===== src/rtl/datareg_pkg.sv =====
`default_nettype none
// ============================================================================
// Module      : datareg_pkg
// Description : Shared types and helpers for the data register arbiter:
//               data width, FSM state encoding and index-width helper.
// Revision    : 1.0 - initial release
// ============================================================================
package datareg_pkg;

    localparam int DATAREG_DW = 14;

    typedef enum logic [1:0] {
        IDLE   = 2'd0,
        GRANT  = 2'd1,
        COMMIT = 2'd2
    } dr_state_t;

    // Width of an index able to address n requesters (at least one bit)
    function automatic int idx_w(input int n);
        return (n > 1) ? $clog2(n) : 1;
    endfunction

endpackage
`default_nettype wire


===== src/rtl/datareg_rr_pick.sv =====
`default_nettype none
// ============================================================================
// Module      : datareg_rr_pick
// Description : Combinational winner picker. Round-robin search starting at
//               last+1 and wrapping; with DATAREG_ARB_FIXED_PRI_EN defined it
//               becomes a lowest-index priority encoder and ignores last.
// Revision    : 1.0 - initial release
// ============================================================================
module datareg_rr_pick
    import datareg_pkg::*;
#(
    parameter  int N_REQ = 4,
    localparam int IW    = idx_w(N_REQ)
) (
    input  logic [N_REQ-1:0] req,
    input  logic [IW-1:0]    last,
    output logic [IW-1:0]    winner,
    output logic             valid
);

`ifdef DATAREG_ARB_FIXED_PRI_EN

    // Lowest set index wins; scanning downward lets the lowest overwrite
    always_comb begin
        winner = '0;
        valid  = |req;
        for (int k = N_REQ - 1; k >= 0; k--) begin
            if (req[k]) begin
                winner = IW'(k);
            end
        end
    end

`else

    logic [N_REQ-1:0] w_rot;
    int               w_pos;

    // Rotate so bit k holds requester (last+1+k) mod N_REQ, then take lowest k
    always_comb begin
        w_rot  = N_REQ'({req, req} >> (int'(last) + 1));
        w_pos  = 0;
        winner = '0;
        valid  = 1'b0;
        for (int k = N_REQ - 1; k >= 0; k--) begin
            if (w_rot[k]) begin
                w_pos = int'(last) + 1 + k;
                if (w_pos >= N_REQ) begin
                    w_pos = w_pos - N_REQ;
                end
                winner = IW'(w_pos);
                valid  = 1'b1;
            end
        end
    end

`endif

endmodule
`default_nettype wire


===== src/rtl/datareg_arbiter.sv =====
`default_nettype none
// ============================================================================
// Module      : datareg_arbiter
// Description : Round-robin write arbiter and sequencer for the shared data
//               register. IDLE -> GRANT -> COMMIT, one write per 3 cycles.
//               Define DATAREG_ARB_FIXED_PRI_EN for fixed lowest-index
//               priority (no last pointer).
// Revision    : 1.0 - initial release
// ============================================================================
module datareg_arbiter
    import datareg_pkg::*;
#(
    parameter  int N_REQ = 4,
    parameter  int DW    = DATAREG_DW,
    localparam int IW    = idx_w(N_REQ)
) (
    input  logic                clk,
    input  logic                rst_n,
    input  logic [N_REQ-1:0]    req,
    input  logic [N_REQ*DW-1:0] wdata,
    input  logic                clr,
    output logic [N_REQ-1:0]    gnt,
    output logic [N_REQ-1:0]    ack,
    output logic                busy,
    output logic [DW-1:0]       data_out,
    output logic [IW-1:0]       owner,
    output logic                upd
);

    dr_state_t      r_state;
    logic [IW-1:0]  r_sel;
    logic [IW-1:0]  w_last;
    logic [IW-1:0]  w_winner;
    logic           w_valid;
    logic [DW-1:0]  w_words [N_REQ];

    function automatic logic [N_REQ-1:0] onehot(input logic [IW-1:0] idx);
        logic [N_REQ-1:0] v;
        v      = '0;
        v[idx] = 1'b1;
        return v;
    endfunction

    for (genvar i = 0; i < N_REQ; i++) begin : g_unpack
        assign w_words[i] = wdata[i*DW +: DW];
    end

`ifdef DATAREG_ARB_FIXED_PRI_EN
    assign w_last = IW'(N_REQ - 1);
`else
    logic [IW-1:0] r_last;

    // Remember the most recent committed requester; a commit stands even if clr arrives with it
    always_ff @(posedge clk or negedge rst_n) begin
        if (!rst_n) begin
            r_last <= IW'(N_REQ - 1);
        end else if (r_state == COMMIT) begin
            r_last <= r_sel;
        end
    end

    assign w_last = r_last;
`endif

    datareg_rr_pick #(
        .N_REQ (N_REQ)
    ) u_pick (
        .req    (req),
        .last   (w_last),
        .winner (w_winner),
        .valid  (w_valid)
    );

    // Sequencer with registered strobes so no input reaches an output combinationally
    always_ff @(posedge clk or negedge rst_n) begin
        if (!rst_n) begin
            r_state <= IDLE;
            r_sel   <= '0;
            gnt     <= '0;
            ack     <= '0;
            busy    <= 1'b0;
            upd     <= 1'b0;
        end else begin
            gnt <= '0;
            ack <= '0;
            upd <= 1'b0;
            if (clr) begin
                r_state <= IDLE;
                busy    <= 1'b0;
            end else begin
                case (r_state)
                    IDLE: begin
                        if (w_valid) begin
                            r_sel   <= w_winner;
                            gnt     <= onehot(w_winner);
                            busy    <= 1'b1;
                            r_state <= GRANT;
                        end
                    end
                    GRANT: begin
                        if (req[r_sel]) begin
                            ack     <= onehot(r_sel);
                            upd     <= 1'b1;
                            r_state <= COMMIT;
                        end else begin
                            busy    <= 1'b0;
                            r_state <= IDLE;
                        end
                    end
                    COMMIT: begin
                        busy    <= 1'b0;
                        r_state <= IDLE;
                    end
                    default: begin
                        busy    <= 1'b0;
                        r_state <= IDLE;
                    end
                endcase
            end
        end
    end

    // Shared register bank: clear wins over load; load only if the grantee still requests
    always_ff @(posedge clk or negedge rst_n) begin
        if (!rst_n) begin
            data_out <= '0;
            owner    <= '0;
        end else if (clr) begin
            data_out <= '0;
        end else if (r_state == GRANT && req[r_sel]) begin
            data_out <= w_words[r_sel];
            owner    <= r_sel;
        end
    end

endmodule
`default_nettype wire


===== config.mk =====
export PLATFORM = sky130hd
export DESIGN_NAME = datareg_arbiter
export DESIGN_NICKNAME = d
export VERILOG_FILES = /design/src/rtl/datareg_pkg.sv /design/src/rtl/datareg_rr_pick.sv /design/src/rtl/datareg_arbiter.sv
export SDC_FILE = /design/constraint.sdc
export NUM_CORES = 1
export LEC_CHECK = 0
export ABC_AREA = 1
export CAP_MARGIN = 20
export CORE_MARGIN = 2
export CORE_UTILIZATION = 44
export DETAILED_ROUTE_END_ITERATION = 10
export PLACE_DENSITY = 0.86
export SYNTH_ARGS = -nofsm -noshare
export SYNTH_HDL_FRONTEND = slang
export SYNTH_HIERARCHICAL = 1
export SYNTH_SLANG_ARGS = --single-unit

===== constraint.sdc =====
create_clock -name clk -period 4.3 [get_ports clk]
set_input_delay 0.86 -clock clk [delete_from_list [all_inputs] [get_ports clk]]
set_output_delay 0.86 -clock clk [all_outputs]
set_load 0.02 [all_outputs]

**Yosys cells after proc, flatten, opt, wreduce, memory -nomap -nowiden**

Cells that the tools add are included.

- Shifts and indexed selects: 1
- Reductions and logical operators: 8
- Magnitude comparators: 9
- Eq/ne operators: 4
- Mux-type cells: 40
- Add/subtract/negate cells: 8
- Bitwise operators: 2

Operator list:

| kind | number |
|---|---|
| >= comparator 32 x 4 -> 1 bit, second input constant | 3 |
| two-way mux 14 bit | 4 |
| binary-select mux 14 bit (select 2 bit) | 1 |
| two-way mux 4 bit | 6 |
| two-way mux 2 bit | 11 |
| two-way mux 1 bit | 13 |
| adder 3 x 2 -> 4 bit, second input constant | 2 |
| >> shifter 8 x 3 -> 4 bit | 1 |
| subtractor 2 x 1 -> 2 bit, second input constant | 4 |
| >= comparator 3 bit, second input constant | 2 |
| less-than comparator 2 x 3 -> 1 bit, second input constant | 2 |
| adder 3 x 1 -> 4 bit, second input constant | 1 |
| demux 1 bit (select 2 bit) | 2 |
| >= comparator 2 x 1 -> 1 bit, second input constant | 2 |
| one-hot mux 2 bit (2 select lines) | 1 |
| AND reduction 2 bit | 2 |
| adder 2 x 1 -> 3 bit, second input constant | 1 |
| logical AND 1 bit | 3 |
| != test 3 x 2 -> 1 bit, second input constant | 1 |
| != test 3 bit, second input constant | 1 |
| inverter 2 -> 3 bit | 1 |
| AND reduction 3 bit | 1 |
| binary-select mux 1 bit (select 2 bit) | 1 |
| equality test 2 x 1 -> 1 bit, second input constant | 1 |
| other kinds (5) | 5 |

- Output and inout bits: 26
- Input bits: 63
- Logic and storage cells: 81
- Register bits after elaboration: 32

**Longest topological paths before layout**

- Depth after elaboration: 15
- Depth in mapped cells: 12
- Mapped depth without buffers: 12

**Modules after synthesis**

Netlist, hierarchy kept.

Modules (own cells, without submodules):

| module | seq. area each (sq um) | cells each | times used | area each (sq um) |
|---|---|---|---|---|
| datareg_arbiter | 803.3 | 208 | 1 | 1637.8 |
| datareg_rr_pick | 0.0 | 43 | 1 | 222.7 |

**Least setup slack after synthesis**

OpenSTA, ideal clock, no wires.

- Kind: input port to flip-flop
- Start: input req[1]
- End: register r_sel[1]
- Path buffers: 0
- Stages: 9
- Setup slack: 2494 ps
- Arrival: 1670 ps
- Required time: 4164 ps
- Setup time: 136 ps
- Path through: inv_1 > nand2_1 > a21oi_2 > nand3_1 > nand3b_1 > nand3_1 > inv_1 > nand2_1 > o21ai_0

- Longest elaborated chain between the ends: 6
- Elaborated cells on any way between the ends: 10
- Those cells by class: 1 x shift; 8 x mux; 1 x reduce/logical

Ends and longest elaborated chain:

| item | line | RTL |
|---|---|---|
| start: declaration | datareg_arbiter.sv:19 | `input logic [N_REQ-1:0] req,` |
| >> shifter 8 x 3 -> 4 bit * | datareg_rr_pick.sv:41 | `w_rot = N_REQ'({req, req} >> (int'(last) + 1));` |
| two-way mux 1 bit (3 in series) | datareg_rr_pick.sv:46 | `if (w_rot[k]) begin` |
| two-way mux 1 bit * | datareg_rr_pick.sv:46 |  |
| net w_valid | datareg_arbiter.sv:34 | `logic w_valid;` |
| AND reduction 3 bit (no line) * | -- |  |
| end signal: assignment | datareg_arbiter.sv:94 | `r_sel <= w_winner;` |
| end: declaration | datareg_arbiter.sv:31 | `logic [IW-1:0] r_sel;` |

Mark *: on every way through the listed nets, which the timed path passes. The rest lies on a longest branch.
A chain may end at the register's enable or synchronous reset.

**Worst setup path after layout**

- Start: register r_sel[1]
- End: register data_out[6]

- Longest elaborated chain between the ends: 6
- Elaborated cells on any way between the ends: 10
- Those cells by class: 7 x mux; 1 x bitwise; 2 x reduce/logical

Ends and longest elaborated chain:

| item | line | RTL |
|---|---|---|
| inverter 2 -> 3 bit (implied by the code) | datareg_arbiter.sv:131 | `data_out <= w_words[r_sel];` |
| binary-select mux 14 bit (select 2 bit) | datareg_arbiter.sv:131 |  |
| two-way mux 14 bit (implied by the code) (2 in series) | datareg_arbiter.sv:131 |  |
| two-way mux 14 bit | datareg_arbiter.sv:130 | `end else if (r_state == GRANT && req[r_sel]) begin` |
| two-way mux 14 bit | datareg_arbiter.sv:128 | `end else if (clr) begin` |
| end signal: assignment | datareg_arbiter.sv:131 |  |
| end: declaration | datareg_arbiter.sv:25 | `output logic [DW-1:0] data_out,` |

Several ways; a longest one is shown, not always the timed one. The select of a mux whose other input is x is not followed.

==> flow_summary_export.csv <==
group,metric,value,unit
global_routing,grt_util_all_layers,22.52,%
setup_path,reg2reg_slack,1.75,ns
timing,slew_violations,0,
route,avgViaCountPerCell,5.385,
setup_path,worstPathMaxFanout,34,
floorplanning,rows,23,
route,drcViolationCount,0,
pwr,p_clk_share,14.2,%
pwr,ir_drop,0.0002434,V
clock_network,cts_buffer_depth,2,
floorplanning,die_area,4764,um^2
clock_network,cts_tree,"yes",
global_routing,grt_use_met3,4.386,%
pwr,total_leakage_power,1.293,nW
pwr,seqPwrFrac,32.8,%
setup_path,crit_type,"register to register",
outcome,status,"completed",
synth,ys_seq_elements,32,
setup_path,crit_path_start_kind,"register",
setup_path,endpoint,"data_out[6]",
pwr,switching_share,45.77,%
pwr,p_int,0.8218,mW
floorplanning,start_util,46.18,%
setup_path,crit_arrival,2.77,ns
floorplanning,dieHeight,69.03,um
placement,gp_congestion,0.7918,
floorplanning,fp.dieW,69.03,um
layout,final_common_cell,"clkdlybuf4s50_1",
setup_path,reg2reg_depth,6,
setup_path,crit_start,"r_sel[1]",
job,max_cap_violations,0,
hold_path,hold_path_class,"register to register",
pwr,total_power,1.515,mW
placement,dp_hpwl,3.865,mm
timing,fin_setup_tns,0,ns
synth,syn_area,1861,um^2
floorplanning,io_pins,89,
setup_path,timing.rr.start,"r_sel[1]",
layout,mostFrequentLayoutCells,"clkdlybuf4s50_1, nand3_1, nand2_1",
timing,worstMarginPinSlew,1.036,ns
route,drt_iter0_drc,106,
layout,layout-drive-gt1-share,9.337,%
clock_network,clk_pin_slew_worst_paths,0.06,ns
clock_network,h-tree-depth,2,
placement,portBuffers,88,
timing,post-route-period-util,59.32,%
clock_network,cts_resized,0,
pwr,combPwrFrac,53.0,%
layout,fillerInstances,327,
clock_network,clk_latency,0.28,ns
route,routed_wl,5.202,mm
global_routing,antenna_found_initial,0,
clock_network,ctsHoldBuffers,0,
clock_network,cts_root_buffer,"clkbuf_8",
synth,ys_seq_area_share,43.17,%
global_routing,grt_pass1_wl,8.694,mm
synth,yosysWarnings,6,
timing,skew,0.005414,ns
pwr,switching_power,0.6936,mW
route,via_count,2057,
route,ant_nets,0,
global_routing,grt_use_met2,38.89,%
global_routing,grt_max_degree,35,
synth,syn_avg_cell_area,7.412,um^2
clock_network,cts_buffers,5,
setup_path,r2r-end,"data_out[6]",
global_routing,grt_pass1_vias,1890,
floorplanning,coreArea,4029,um^2
timing,max_slew_margin,30.95,%
global_routing,grt-ovfl-total,0,
timing,max_freq,392.0,MHz
setup_path,endpoint_kind,"register",
layout,nets,395,
layout,diodes,0,
route,firstDrtPassIters,5,
global_routing,gr-usage-met1,26.31,%
timing,post-route-min-period,2.551,ns
pwr,power_per_cell_area,536.4,nW/um^2
layout,synthToLayoutAreaGrowth,51.85,%
route,wl_per_cell,13.62,um
clock_network,post_cts_buffers,0,
timing,holdWs,0.4944,ns
global_routing,busiest_layer,"met2",
timing,setup_viol,0,
clock_network,clock_sinks,32,
timing,hold_viol,0,
synth,netlist_instances,251,
timing,rsz0062_at_grt,"no",
synth,synth_nets,314,
setup_path,cp.required,4.52,ns
synth,synth.distinct_cells,23,
logic make-up after synthesis:
logic type | count (synthesis) | synth area share (%)
flip-flops | 32 | 43.17
AND/OR/NAND/NOR | 180 | 46.54
XOR/XNOR | 1 | 0.4708
buffers and inverters | 31 | 7.531
AO/OA/AOI/OAI | 7 | 2.286
state kept, by name, indices dropped and copies added (netlist names):
name	flops
r_last	2
upd	1
r_state	2
data_out	14
r_sel	2
gnt	4
owner	2
ack	4
busy	1
area by class of cell:
| class | count | area, um^2 | area share (%) |
|---|---|---|---|
| clock buffer | 6 | 72.57 | 2.569 |
| clock inverter | 1 | 5.005 | 0.1771 |
| inverter | 15 | 61.31 | 2.170 |
| multi-input combinational | 188 | 917.1 | 32.46 |
| sequential | 32 | 803.3 | 28.43 |
| tap | 50 | 62.56 | 2.214 |
| timing repair buffer | 90 | 903.4 | 31.98 |
per-layer routing:
metal  share of wire [%]  routed length (um)  up-vias
li1                    -                   -     1010
met5                   0                   0        -
met3                 5.4                 283       17
met4                 3.6                 187        0
met2                  52                2704       78
met1                  39                2027      952
critical path, stage by stage (launching register included):
cell     delay [ns]
dfrtp_1        1.02
inv_2          0.52
nand2_1        0.20
nand2_2        0.10
nand2_1        0.37
nand3_1        0.16
nand2_1        0.10
power by group through the flow:
| stage | Combinational (mW) | Sequential (mW) | Clock [mW] |
|---|---|---|---|
| 6_report | 0.803 | 0.498 | 0.215 |
| 5_1_grt | 0.886 | 0.511 | 0.232 |
| 4_1_cts | 0.772 | 0.518 | 0.220 |
| 3_5_place_dp | 0.770 | 0.522 | 0 |
| 3_3_place_gp | 0.751 | 0.518 | 0 |
| 2_1_floorplan | 0.517 | 0.509 | 0 |
per-stage QoR:
| step | worst slack (ns) | util [%] | cells | instance area [um^2] |
|---|---|---|---|---|
| detailed placement | 1.735 | 67.83 | 374 | 2733 |
| CTS | 1.763 | 69.75 | 381 | 2810 |
| global placement | 1.851 | 67.83 | 374 | 2733 |
| global route | 1.556 | 70.12 | 382 | 2825 |
| floorplan | 2.494 | - | 251 | 1861 |
| finish | 1.749 | 70.12 | 382 | 2825 |
worst min path at each step:
stage                   start        end  slack, ns  depth (start not counted)
CTS                  owner[1]   owner[1]       0.50                          2
detailed placement   owner[1]   owner[1]       0.48                          2
floorplan           r_last[1]  r_last[1]       0.51                          2
global placement         busy       busy       0.48                          2
global route         owner[1]   owner[1]       0.52                          2
finish               owner[0]   owner[0]       0.49                          2
synth_stat cells, drive strengths merged:
master,n,area [um^2]
a21oi,2,17.52
nand3b,1,7.510
inv,14,57.55
nor3,3,15.01
clkbuf,12,45.04
nand4,14,87.58
dfrtp,30,750.7
xnor2,1,8.760
o21ai,5,25.02
dfstp,2,52.55
clkinv,1,3.750
nand3,80,422.9
nand2,71,289.0
nor2,11,43.80
buf,4,33.78
(Power assumes the default switching activity.)
